`config.mk`:
```
export PLATFORM = sky130hd
export DESIGN_NAME = skin_coord_gen_flat
export DESIGN_NICKNAME = d
export VERILOG_FILES = /design/src/rtl/skin_coord_gen_if.sv /design/src/rtl/skin_coord_gen.sv /design/src/flat_wrapper.sv
export SDC_FILE = /design/constraint.sdc
export NUM_CORES = 1
export LEC_CHECK = 0
export CAP_MARGIN = 20
export CORE_MARGIN = 1
export CORE_UTILIZATION = 54
export DETAILED_ROUTE_END_ITERATION = 10
export GPL_ROUTABILITY_DRIVEN = 0
export MAX_ROUTING_LAYER = met4
export PLACE_DENSITY = 0.95
export SYNTH_ARGS = -nofsm -noshare
export SYNTH_HDL_FRONTEND = slang
export SYNTH_SLANG_ARGS = --single-unit
```
`constraint.sdc`:
```
create_clock -name clk -period 3.28 [get_ports clk]
set_clock_uncertainty 0.2 [all_clocks]
set_input_delay 0.984 -clock clk [delete_from_list [all_inputs] [get_ports clk]]
set_output_delay 0.984 -clock clk [all_outputs]
set_load 0.02 [all_outputs]
```
`src/rtl/skin_coord_gen_if.sv`:
```
// Pixel-in / coordinate-out bus of skin_coord_gen.
interface skin_coord_gen_if #(
    parameter int DATA_WIDTH = 8,
    parameter int PIX_WIDTH  = 8
);
    logic                  pix_valid;
    logic                  pix_sof;
    logic [PIX_WIDTH-1:0]  pix_y;
    logic [PIX_WIDTH-1:0]  pix_cb;
    logic [PIX_WIDTH-1:0]  pix_cr;
    logic                  pix_ready;
    logic [DATA_WIDTH-1:0] coord_x;
    logic [DATA_WIDTH-1:0] coord_y;
    logic                  coord_enable;
    logic                  coord_end;
    logic                  frame_empty;
    logic                  frame_err;

    // Pixel source / coordinate sink side.
    modport master (
        output pix_valid, pix_sof, pix_y, pix_cb, pix_cr,
        input  pix_ready, coord_x, coord_y, coord_enable, coord_end, frame_empty, frame_err
    );

    // Classifier side.
    modport slave (
        input  pix_valid, pix_sof, pix_y, pix_cb, pix_cr,
        output pix_ready, coord_x, coord_y, coord_enable, coord_end, frame_empty, frame_err
    );
endinterface

```
`src/rtl/skin_coord_gen.sv`:
```
// skin_coord_gen: classifies a YCbCr pixel stream as skin / non-skin and emits
// the frame position of every skin pixel, followed by an end-of-frame marker.
module skin_coord_gen #(
    parameter int DATA_WIDTH = 8,
    parameter int PIX_WIDTH  = 8,
    parameter int FRAME_W    = 256,
    parameter int FRAME_H    = 256,
    parameter int Y_MIN      = 40,
    parameter int CB_MIN     = 77,
    parameter int CB_MAX     = 127,
    parameter int CR_MIN     = 133,
    parameter int CR_MAX     = 173
) (
    input logic             clk,
    input logic             rst,
    skin_coord_gen_if.slave bus
);
    // One extra bit so a counter can hold FRAME_W / FRAME_H when they equal 2^DATA_WIDTH.
    localparam int CW = DATA_WIDTH + 1;
    localparam logic [CW-1:0] X_LAST = CW'(FRAME_W - 1);
    localparam logic [CW-1:0] Y_LAST = CW'(FRAME_H - 1);
    localparam logic [CW-1:0] ONE    = CW'(1);

    localparam logic [PIX_WIDTH-1:0] Y_LO  = PIX_WIDTH'(Y_MIN);
    localparam logic [PIX_WIDTH-1:0] CB_LO = PIX_WIDTH'(CB_MIN);
    localparam logic [PIX_WIDTH-1:0] CB_HI = PIX_WIDTH'(CB_MAX);
    localparam logic [PIX_WIDTH-1:0] CR_LO = PIX_WIDTH'(CR_MIN);
    localparam logic [PIX_WIDTH-1:0] CR_HI = PIX_WIDTH'(CR_MAX);

    typedef enum logic [1:0] {ST_IDLE, ST_ACTIVE, ST_END} state_t;

    state_t                state_q, state_d;
    logic [CW-1:0]         x_q, x_d, y_q, y_d;
    logic                  match_flag_q, match_flag_d;
    logic [DATA_WIDTH-1:0] coord_x_q, coord_x_d, coord_y_q, coord_y_d;
    logic                  coord_enable_q, coord_enable_d;
    logic                  coord_end_q, coord_end_d;
    logic                  frame_empty_q, frame_empty_d;
    logic                  frame_err_q, frame_err_d;

    logic                  pix_ready;
    logic                  beat;       // pixel accepted this cycle
    logic                  take;       // accepted pixel that belongs to a frame
    logic                  is_match;
    logic                  last_beat;
    logic [CW-1:0]         pos_x, pos_y;

    // Beat qualification, pixel position and skin test for the pixel on the bus.
    always_comb begin
        beat      = bus.pix_valid && pix_ready;
        take      = beat && (bus.pix_sof || state_q == ST_ACTIVE);
        pos_x     = bus.pix_sof ? '0 : x_q;
        pos_y     = bus.pix_sof ? '0 : y_q;
        is_match  = (bus.pix_y >= Y_LO)
                 && (bus.pix_cb >= CB_LO) && (bus.pix_cb <= CB_HI)
                 && (bus.pix_cr >= CR_LO) && (bus.pix_cr <= CR_HI);
        last_beat = take && (pos_x == X_LAST) && (pos_y == Y_LAST);
    end

    // FSM state register.
    always_ff @(posedge clk or posedge rst) begin
        // NOTE: sequential state uses non-blocking assignments so every flop samples pre-edge values.
        if (rst) state_q <= ST_IDLE;
        else     state_q <= state_d;
    end

    // FSM next-state: a sof beat opens a frame, the last position closes it, END lasts one cycle.
    always_comb begin
        state_d = state_q;
        unique case (state_q)
            ST_IDLE:   if (take) state_d = last_beat ? ST_END : ST_ACTIVE;
            ST_ACTIVE: if (last_beat) state_d = ST_END;
            ST_END:    state_d = ST_IDLE;
            default:   state_d = ST_IDLE;
        endcase
    end

    // FSM output: the only unregistered output, decoded from the state.
    always_comb begin
        pix_ready = (state_q != ST_END);
    end

    // Datapath next-state: position counters, match flag and registered outputs.
    always_comb begin
        // NOTE: every signal gets a default before any branch, so no path can infer a latch.
        x_d            = x_q;
        y_d            = y_q;
        match_flag_d   = match_flag_q;
        coord_x_d      = coord_x_q;
        coord_y_d      = coord_y_q;
        coord_enable_d = 1'b0;
        coord_end_d    = (state_q == ST_END);
        frame_empty_d  = (state_q == ST_END) && !match_flag_q;
        frame_err_d    = beat && bus.pix_sof && (state_q == ST_ACTIVE);
        if (take) begin
            match_flag_d = (bus.pix_sof ? 1'b0 : match_flag_q) | is_match;
            if (is_match) begin
                coord_enable_d = 1'b1;
                coord_x_d      = pos_x[DATA_WIDTH-1:0];
                coord_y_d      = pos_y[DATA_WIDTH-1:0];
            end
            if (last_beat) begin
                x_d = '0;
                y_d = '0;
            end else if (pos_x == X_LAST) begin
                x_d = '0;
                y_d = pos_y + ONE;
            end else begin
                x_d = pos_x + ONE;
                y_d = pos_y;
            end
        end
    end

    // Datapath registers; reset clears the pipeline at once so an interrupted frame leaves no trace.
    always_ff @(posedge clk or posedge rst) begin
        if (rst) begin
            x_q            <= '0;
            y_q            <= '0;
            match_flag_q   <= 1'b0;
            coord_x_q      <= '0;
            coord_y_q      <= '0;
            coord_enable_q <= 1'b0;
            coord_end_q    <= 1'b0;
            frame_empty_q  <= 1'b0;
            frame_err_q    <= 1'b0;
        end else begin
            x_q            <= x_d;
            y_q            <= y_d;
            match_flag_q   <= match_flag_d;
            coord_x_q      <= coord_x_d;
            coord_y_q      <= coord_y_d;
            coord_enable_q <= coord_enable_d;
            coord_end_q    <= coord_end_d;
            frame_empty_q  <= frame_empty_d;
            frame_err_q    <= frame_err_d;
        end
    end

    assign bus.pix_ready    = pix_ready;
    assign bus.coord_x      = coord_x_q;
    assign bus.coord_y      = coord_y_q;
    assign bus.coord_enable = coord_enable_q;
    assign bus.coord_end    = coord_end_q;
    assign bus.frame_empty  = frame_empty_q;
    assign bus.frame_err    = frame_err_q;
endmodule
```
`src/flat_wrapper.sv`:
```
// flat-port wrapper written by rule: the top's interface ports become plain ports
module skin_coord_gen_flat 
#(
    parameter int DATA_WIDTH = 8,
    parameter int PIX_WIDTH  = 8,
    parameter int FRAME_W    = 256,
    parameter int FRAME_H    = 256,
    parameter int Y_MIN      = 40,
    parameter int CB_MIN     = 77,
    parameter int CB_MAX     = 127,
    parameter int CR_MIN     = 133,
    parameter int CR_MAX     = 173
)
  (clk, rst, bus_pix_valid, bus_pix_sof, bus_pix_y, bus_pix_cb, bus_pix_cr, bus_pix_ready, bus_coord_x, bus_coord_y, bus_coord_enable, bus_coord_end, bus_frame_empty, bus_frame_err);
  skin_coord_gen_if #(.DATA_WIDTH(DATA_WIDTH), .PIX_WIDTH(PIX_WIDTH)) bus_i ();
  input logic clk;
  input logic rst;
  input wire logic [$bits(bus_i.pix_valid)-1:0] bus_pix_valid;
  input wire logic [$bits(bus_i.pix_sof)-1:0] bus_pix_sof;
  input wire logic [$bits(bus_i.pix_y)-1:0] bus_pix_y;
  input wire logic [$bits(bus_i.pix_cb)-1:0] bus_pix_cb;
  input wire logic [$bits(bus_i.pix_cr)-1:0] bus_pix_cr;
  output wire logic [$bits(bus_i.pix_ready)-1:0] bus_pix_ready;
  output wire logic [$bits(bus_i.coord_x)-1:0] bus_coord_x;
  output wire logic [$bits(bus_i.coord_y)-1:0] bus_coord_y;
  output wire logic [$bits(bus_i.coord_enable)-1:0] bus_coord_enable;
  output wire logic [$bits(bus_i.coord_end)-1:0] bus_coord_end;
  output wire logic [$bits(bus_i.frame_empty)-1:0] bus_frame_empty;
  output wire logic [$bits(bus_i.frame_err)-1:0] bus_frame_err;
  assign bus_i.pix_valid = bus_pix_valid;
  assign bus_i.pix_sof = bus_pix_sof;
  assign bus_i.pix_y = bus_pix_y;
  assign bus_i.pix_cb = bus_pix_cb;
  assign bus_i.pix_cr = bus_pix_cr;
  assign bus_pix_ready = bus_i.pix_ready;
  assign bus_coord_x = bus_i.coord_x;
  assign bus_coord_y = bus_i.coord_y;
  assign bus_coord_enable = bus_i.coord_enable;
  assign bus_coord_end = bus_i.coord_end;
  assign bus_frame_empty = bus_i.frame_empty;
  assign bus_frame_err = bus_i.frame_err;
  skin_coord_gen #(.DATA_WIDTH(DATA_WIDTH), .PIX_WIDTH(PIX_WIDTH), .FRAME_W(FRAME_W), .FRAME_H(FRAME_H), .Y_MIN(Y_MIN), .CB_MIN(CB_MIN), .CB_MAX(CB_MAX), .CR_MIN(CR_MIN), .CR_MAX(CR_MAX)) u_core (.clk(clk), .rst(rst), .bus(bus_i));
endmodule
```
* Yosys cells after proc, flatten, opt, wreduce, memory -nomap -nowiden *
Index checks and enable logic that the tools add are counted.

word-level totals
  memories = 0
  bits in writable memories = 0
  latch bits = 0
  logic and storage cells = 54
  output and inout port bits = 21
  bits in read-only memories = 0
  bits in registers = 41

operators by class
  equal/unequal tests = 7
  shift-type cells = 0
  reductions and logical operators = 16
  add/subtract/negate cells = 2
  mux-type cells = 13
  div/mod/pow operators = 0
  bitwise logic cells = 1
  $lt $le $gt $ge = 5
  multiply operators = 0

operator list
  cell                   count
  $mux W9                6
  $add A9 B1 Y9 const B  2
  $eq A9 B8 Y1 const B   2
  $logic_and A1 B1 Y1    11
  $ge A8 B6 Y1 const B   1
  $ge A8 B7 Y1 const B   1
  $ge A8 B8 Y1 const B   1
  $le A8 B7 Y1 const B   1
  $le A8 B8 Y1 const B   1
  $mux W2                3
  $ne A2 B1 Y1 const B   2
  $pmux W2 S2            1
  $reduce_and A2 Y1      2
  $mux W1                3
  $eq A2 B1 Y1 const B   1
  $eq A2 B2 Y1 const B   1
  $logic_not A2 Y1       1
  $ne A2 B2 Y1 const B   1
  $logic_not A1 Y1       1
  $logic_or A1 B1 Y1     1
  $or A1 B1 Y1           1

* Logic depth before layout (Yosys ltp) *
Gate-level depths: netlist of the first run.

  depth after elaboration = 8
  depth in mapped cells = 11
  mapped depth without buffers = 10

* Worst setup path after synthesis of the first run *
Ideal clock, no wire load.

  path kind = input -> register
  start = input port bus_pix_sof
  end = register u_core.y_q[2]
  setup time = 0.129 ns
  arrival time = 2.618 ns
  stages on the path = 10
  path slack = 0.332 ns
  path through = clkbuf_1 -> nor2b_1 -> ha_1 -> nand4b_2 -> nor4b_2 -> buf_4 -> buf_6 -> o21ai_0 -> a22oi_1 -> o31ai_1

between the ends
  cells in the longest elaborated chain, start to end = 5

ends and longest elaborated chain
  element                            RTL line                                     text
  from (decl)                        flat_wrapper.sv:19                           input wire logic [$bits(bus_i.pix_sof)-1:0] bus_pix_sof;
  $mux W9 *                          skin_coord_gen.sv:52                         pos_x = bus.pix_sof ? '0 : x_q;
  via u_core.pos_x[0]                skin_coord_gen.sv:46                         logic [CW-1:0] pos_x, pos_y;
  $eq A9 B8 Y1 *                     skin_coord_gen.sv:57, skin_coord_gen.sv:105
  $logic_and A1 B1 Y1 (2 in series)  skin_coord_gen.sv:57                         last_beat = take && (pos_x == X_LAST) && (pos_y == Y_LAST);
  $mux W9 *                          skin_coord_gen.sv:102                        if (last_beat) begin
  to (signal assigned)               skin_coord_gen.sv:129                        y_q <= y_d;
  to (decl)                          skin_coord_gen.sv:33                         logic [CW-1:0] x_q, x_d, y_q, y_d;

The timed path passes the listed nets; every way through them passes the cells marked *.
A chain may end at the register's enable or synchronous reset.

* Final worst setup path of the first run *
  start = input port bus_pix_sof
  end = register u_core.y_q[5]

Same word-level chain as after synthesis.

==> results.toml, run 1 <==
[sta]
slew_headroom_pct = 66.2
setup_ws_ns = 0.176
fin_crit_ns = 3.10
rsz0062_at_grt = "no"
maxSlewViolCount = 0
max_clock_freq_mhz = 322
worst_slew_pin_slew_ns = 0.507
fin_setup_tns_ns = 0
hold_viol_final = 0
period_share_pct = 94.6
finalSetupViolCount = 0

[power_and_ir_drop]
powerDensity_nw_per_um2 = 366
vdd_drop_max_mv = 0.289
leakage_nw = 1.31
total_power_mw = 1.06

[placement]
dpl.cell_count = 308
io_buffers = 45
dp_slack_ns = -0.200
dp_hpwl_um = 3510

[route]
drt-wirelength-per-cell_um = 15.2
vias = 1785
wirelength_um = 4800
first_pass_iters = 4
drc = 0
via_per_inst = 5.65
drt_iter0_markers = 184
detail-route-antenna-nets = 0

[grt]
overflow = 0
grt_max_degree = 42
grt_pass1_wl_um = 8110
grt_pass1_vias = 1804
antenna_found_initial = 0
groute.usage.overall_pct = 26.1

[die]
dieHeight_um = 64.9
core_area_um2 = 3720
die_area_um2 = 4220
rows = 22
die_w_um = 64.9
io_pins = 49
floorplan.initialDensity_pct = 57.5

[synth]
syn_area_per_cell_um2 = 10.7
synth-edff-count = 0
syn_inst = 199
yosys_most_used_dff = "dfrtp_1"
ys_async_sr_fraction_pct = 100
ys_seq_area_share_pct = 48.0
synth_cell_types = 48
yosys_warnings = 0
ys_ff_latch = 41
syn_nets = 230
netlist_area_um2 = 2140

[clock_network]
cts_buffers = 5
cts_hold_buf = 0
cts.sinks = 41
htree_levels = 2
clock_latency_ns = 0.30
cts_tree = "built"
cts_root_buf = "clkbuf_8"
clk_pin_slew_ns = 0.07
cts.repair.resized = 0
postCtsSetupRepairBufs = 0
clockBufferDepth = 2

[finish]
drive_above_1_share_pct = 20.5
area_delta_synth_final_pct = 35.1
final_common_cell = "clkdlybuf4s50_1"
n_antenna_cell = 0
layout_common_cells = "45 x clkdlybuf4s50_1, 41 x dfrtp_1, 23 x buf_4"
finalNonFillerCells = 316
finish.net_count = 298

[setup_path]
critPathLaunchType = "input pin"
required_ns = 3.27
cp_max_fo = 11
worstPathArrival_ns = 3.10
crit_type = "in2reg"
endpoint_kind = "flip-flop"

[min_path]
hold_class = "reg2reg"

[status]
status = "completed"

[flow_run]
max_cap_viol_count = 0
## synthesized netlist by cell type (2+ instances only)
library cell  number  area [um^2]
a22o_1             2         17.5
o31ai_1            5         37.5
mux2_4             8          120
nand4_1            4         25.0
o21ai_0           16         80.1
nand4b_1           2         17.5
dfrtp_1           41         1030
nand2_1           17         63.8
ha_1               3         37.5
nand3b_1           2         15.0
mux2_2             8         90.1
nand3_1            6         30.0
clkbuf_1           4         15.0
nor2b_1           15         93.8
a22oi_1            2         15.0
and3_1             4         25.0
nor3b_1            2         15.0
a21o_1             4         30.0
nor2_1            14         52.6
nand2b_1           3         18.8
a21oi_1            5         25.0
inv_1              5         18.8
a32o_1             2         20.0
## area by class of cell
type	count	area [um^2]
inverters	5	18.8
clock inverters	1	5.00
clock buffers	7	96.3
well taps	48	60.1
flip-flops and latches	41	1030
repair buffers	69	643
fillers	228	827
multi-input cells	145	1040
## worst max-delay path, cell delays in order
cell and delay, ns:
clkdlybuf4s50_1 0.41, buf_4 0.18, nor2b_1 0.17, ha_1 0.21
nand4b_2 0.13, nor4b_2 0.32, buf_4 0.24, a21oi_1 0.12
a21o_1 0.17, a21o_1 0.17
## per-layer routing
metal  track usage [%]  share of wire, %  vias to the layer above
li1                  -                 -                      859
met1              30.1                41                      869
met2              43.9                52                       44
met3              5.28               4.7                       13
met4              11.1               2.0                        0
met5                 -                 0                        -
## stage by stage
stage          area [um^2]  hold slack (ns)  utilization (%)
3_5_place_dp          2780            0.223             74.9
2_1_floorplan         2140            0.204                -
5_1_grt               2890            0.249             77.7
6_report              2890            0.237             77.7
4_1_cts               2880            0.234             77.6
3_3_place_gp          2780            0.218             74.9
## worst paths after layout
kind                                                      start                                 to  slack [ns]  cells past startpoint
worst max register to register        u_core.y_q[0]$_DFFE_PP0P_          u_core.y_q[5]$_DFFE_PP0P_        1.01                      9
min in group asynchronous                                   rst  u_core.bus.coord_x[1]$_DFFE_PP0P_        0.91                      3
worst max-delay path                                bus_pix_sof          u_core.y_q[5]$_DFFE_PP0P_        0.18                     10
worst min-delay path            u_core.match_flag_q$_DFFE_PP0P_   u_core.bus.frame_empty$_DFF_PP0_        0.24                      1
worst min register to register  u_core.match_flag_q$_DFFE_PP0P_   u_core.bus.frame_empty$_DFF_PP0_        0.24                      1
max in group asynchronous                                   rst  u_core.bus.coord_y[5]$_DFFE_PP0P_        1.61                      3
## sequential cells by signal, indices dropped and copies added (netlist names)
register / count
u_core.bus.coord_y: 8
u_core.bus.frame_empty: 1
u_core.bus.coord_enable: 1
u_core.bus.frame_err: 1
u_core.bus.coord_x: 8
u_core.x_q: 9
u_core.y_q: 9
u_core.bus.coord_end: 1
u_core.state_q: 2
u_core.match_flag_q: 1
## cell families after synthesis
| group | share of synthesized area (%) |
|---|---|
| fa+ha+maj | 1.76 |
| mux | 9.83 |
| flops | 48.0 |
| buf+inv | 3.63 |
| simple gates | 21.4 |
| compound gates | 15.4 |
## power breakdown
group / internal (mW) / total (mW) / switching [mW]
clock: 0.190 / 0.363 / 0.173
combinational: 0.0855 / 0.156 / 0.0708
sequential: 0.522 / 0.537 / 0.0154
total: 0.798 / 1.06 / 0.259
(Power assumes the default switching activity.)
==> run 2, diff against run 1 <==
Settings changed: ABC_CLOCK_PERIOD_IN_PS from default to 3280.
==> results of run 2 <==
Same layout as run 1: the final DEF is identical, and so are final timing and power.
==> run 3, diff against run 2 <==
Settings changed: CORE_UTILIZATION 54 to 45, PLACE_DENSITY 0.95 to 0.83.
==> run 3 against run 2 <==
Sequential share of layout area decreased by 0.29 points. Die area grew 19%. Critical path depth increased by 1. Fmax decreased by 0.44%. Register-to-register slack about the same. Final area up 0.82%. Largest power group unchanged. Highest routed layer unchanged. Wire length is 5.1% lower. Total power up 2.6%. First-iteration DRC count decreased by 19%. Cell count rose by 0.95%.
==> results.toml, run 3 (same netlist as run 1, synthesis figures left out) <==
[min_path]
hold_class = "reg2reg"
hold_start = "u_core.match_flag_q$_DFFE_PP0P_"
worstHoldEndpoint = "u_core.bus.frame_empty$_DFF_PP0_"
whs_path_depth = 1

[die]
floorplan.initialDensity_pct = 47.8
die_w_um = 70.9
io_pins = 49
die_area_um2 = 5030
core_area_um2 = 4470
dieHeight_um = 70.9
rows = 24

[setup_path]
critPathLaunchType = "input pin"
endpoint_kind = "flip-flop"
required_ns = 3.27
r2r-end = "u_core.y_q[5]$_DFFE_PP0P_"
crit_type = "in2reg"
cp_max_fo = 8
worstPathArrival_ns = 3.11
rrSetupSlack_ns = 1.00
r2r_start = "u_core.y_q[1]$_DFFE_PP0P_"
r2r_cells = 9

[sta]
hold_viol_final = 0
setup_ws_ns = 0.162
rsz0062_at_grt = "no"
max_clock_freq_mhz = 321
fin_crit_ns = 3.12
maxSlewViolCount = 0
worst_slew_pin_slew_ns = 0.511
slew_headroom_pct = 66.0
finalSetupViolCount = 0
fin_setup_tns_ns = 0
period_share_pct = 95.1

[power_and_ir_drop]
p_clk_share_pct = 36.3
powerDensity_nw_per_um2 = 372
combPwrFrac_pct = 14.3
p_int_uw = 829
leakage_nw = 1.32
pwr-share-seq_pct = 49.4
p_switching_uw = 255
total_power_mw = 1.08
sw_frac_of_total_pct = 23.5
vdd_drop_max_mv = 0.263

[grt]
groute.usage.overall_pct = 20.6
antenna_found_initial = 0
grt_pass1_vias = 1698
overflow = 0
grt_max_degree = 42
grt_pass1_wl_um = 7760

[clock_network]
clk_pin_slew_ns = 0.07
cts_hold_buf = 0
clockBufferDepth = 2
cts_root_buf = "clkbuf_8"
htree_levels = 2
cts.sinks = 41
cts_tree = "built"
postCtsSetupRepairBufs = 0
cts.repair.resized = 0
cts_buffers = 5
clock_latency_ns = 0.30

[route]
drt-wirelength-per-cell_um = 14.3
via_per_inst = 5.47
first_pass_iters = 6
detail-route-antenna-nets = 0
wirelength_um = 4560
drt_iter0_markers = 149
vias = 1746
drc = 0

[placement]
dp_slack_ns = -0.168
io_buffers = 45
dpl.cell_count = 312
dp_hpwl_um = 3330
placed_area_um2 = 2790

[status]
status = "completed"

[finish]
n_antenna_cell = 0
layout_common_cells = "45 x clkdlybuf4s50_1, 41 x dfrtp_1, 22 x buf_4"
area_delta_synth_final_pct = 36.2
drive_above_1_share_pct = 20.2
top_regs = "u_core.x_q: 9 flops, u_core.y_q: 9 flops"
final_common_cell = "clkdlybuf4s50_1"
finalNonFillerCells = 319
design_area_um2 = 2910
finish.net_count = 298
fill_cells = 349

[flow_run]
max_cap_viol_count = 0
run 3: metrics by stage:
| stage | hold WS, ns | util, % |
|---|---|---|
| 4_1_cts | 0.234 | 64.6 |
| 5_1_grt | 0.242 | 65.1 |
| 6_report | 0.236 | 65.1 |
| 3_5_place_dp | 0.224 | 62.3 |
| 2_1_floorplan | 0.204 | - |
| 3_3_place_gp | 0.212 | 62.3 |
run 3: final cells by class:
cell class                      count  area [um^2]  area share [%]
Clock inverter                      2         35.0            1.20
Multi-Input combinational cell    145         1050            36.1
Clock buffer                        5         68.8            2.36
Inverter                            5         18.8           0.644
Tap cell                           52         65.1            2.23
Sequential cell                    41         1030            35.2
Timing Repair Buffer               69          647            22.2
run 3: how the worst max path moves through the flow:
stage,startpoint,endpoint,cells past startpoint
2_1_floorplan,bus_pix_sof,u_core.y_q[2]$_DFFE_PP0P_,10
3_3_place_gp,bus_pix_sof,u_core.y_q[5]$_DFFE_PP0P_,10
3_5_place_dp,bus_pix_sof,u_core.y_q[7]$_DFFE_PP0P_,10
4_1_cts,bus_pix_sof,u_core.y_q[7]$_DFFE_PP0P_,10
5_1_grt,bus_pix_sof,u_core.y_q[7]$_DFFE_PP0P_,10
6_report,bus_pix_sof,u_core.y_q[5]$_DFFE_PP0P_,11
run 3: routing by layer:
layer / routed length (um) / global-route usage [%] / vias up
li1: - / - / 855
met1: 1980 / 23.5 / 839
met2: 2320 / 34.6 / 39
met3: 160 / 4.70 / 13
met4: 101 / 9.56 / 0
met5: 0 / - / -
run 3: power groups by stage:
| stage | Sequential [mW] | Clock [mW] | Combinational [mW] |
|---|---|---|---|
| final | 0.536 | 0.394 | 0.155 |
| after global routing | 0.538 | 0.424 | 0.169 |
| after detailed placement | 0.545 | 0 | 0.156 |
| after floorplan | 0.554 | 0 | 0.0660 |
| after global placement | 0.544 | 0 | 0.152 |
| after CTS | 0.535 | 0.405 | 0.156 |
run 3: worst max-delay path: stages:
cell	delay, ns
clkdlybuf4s50_1	0.40
buf_4	0.17
nor2b_1	0.18
ha_1	0.19
nand3_1	0.10
nor2_1	0.14
and3_1	0.17
ha_1	0.27
a21oi_1	0.15
a21o_1	0.18
a21o_1	0.16
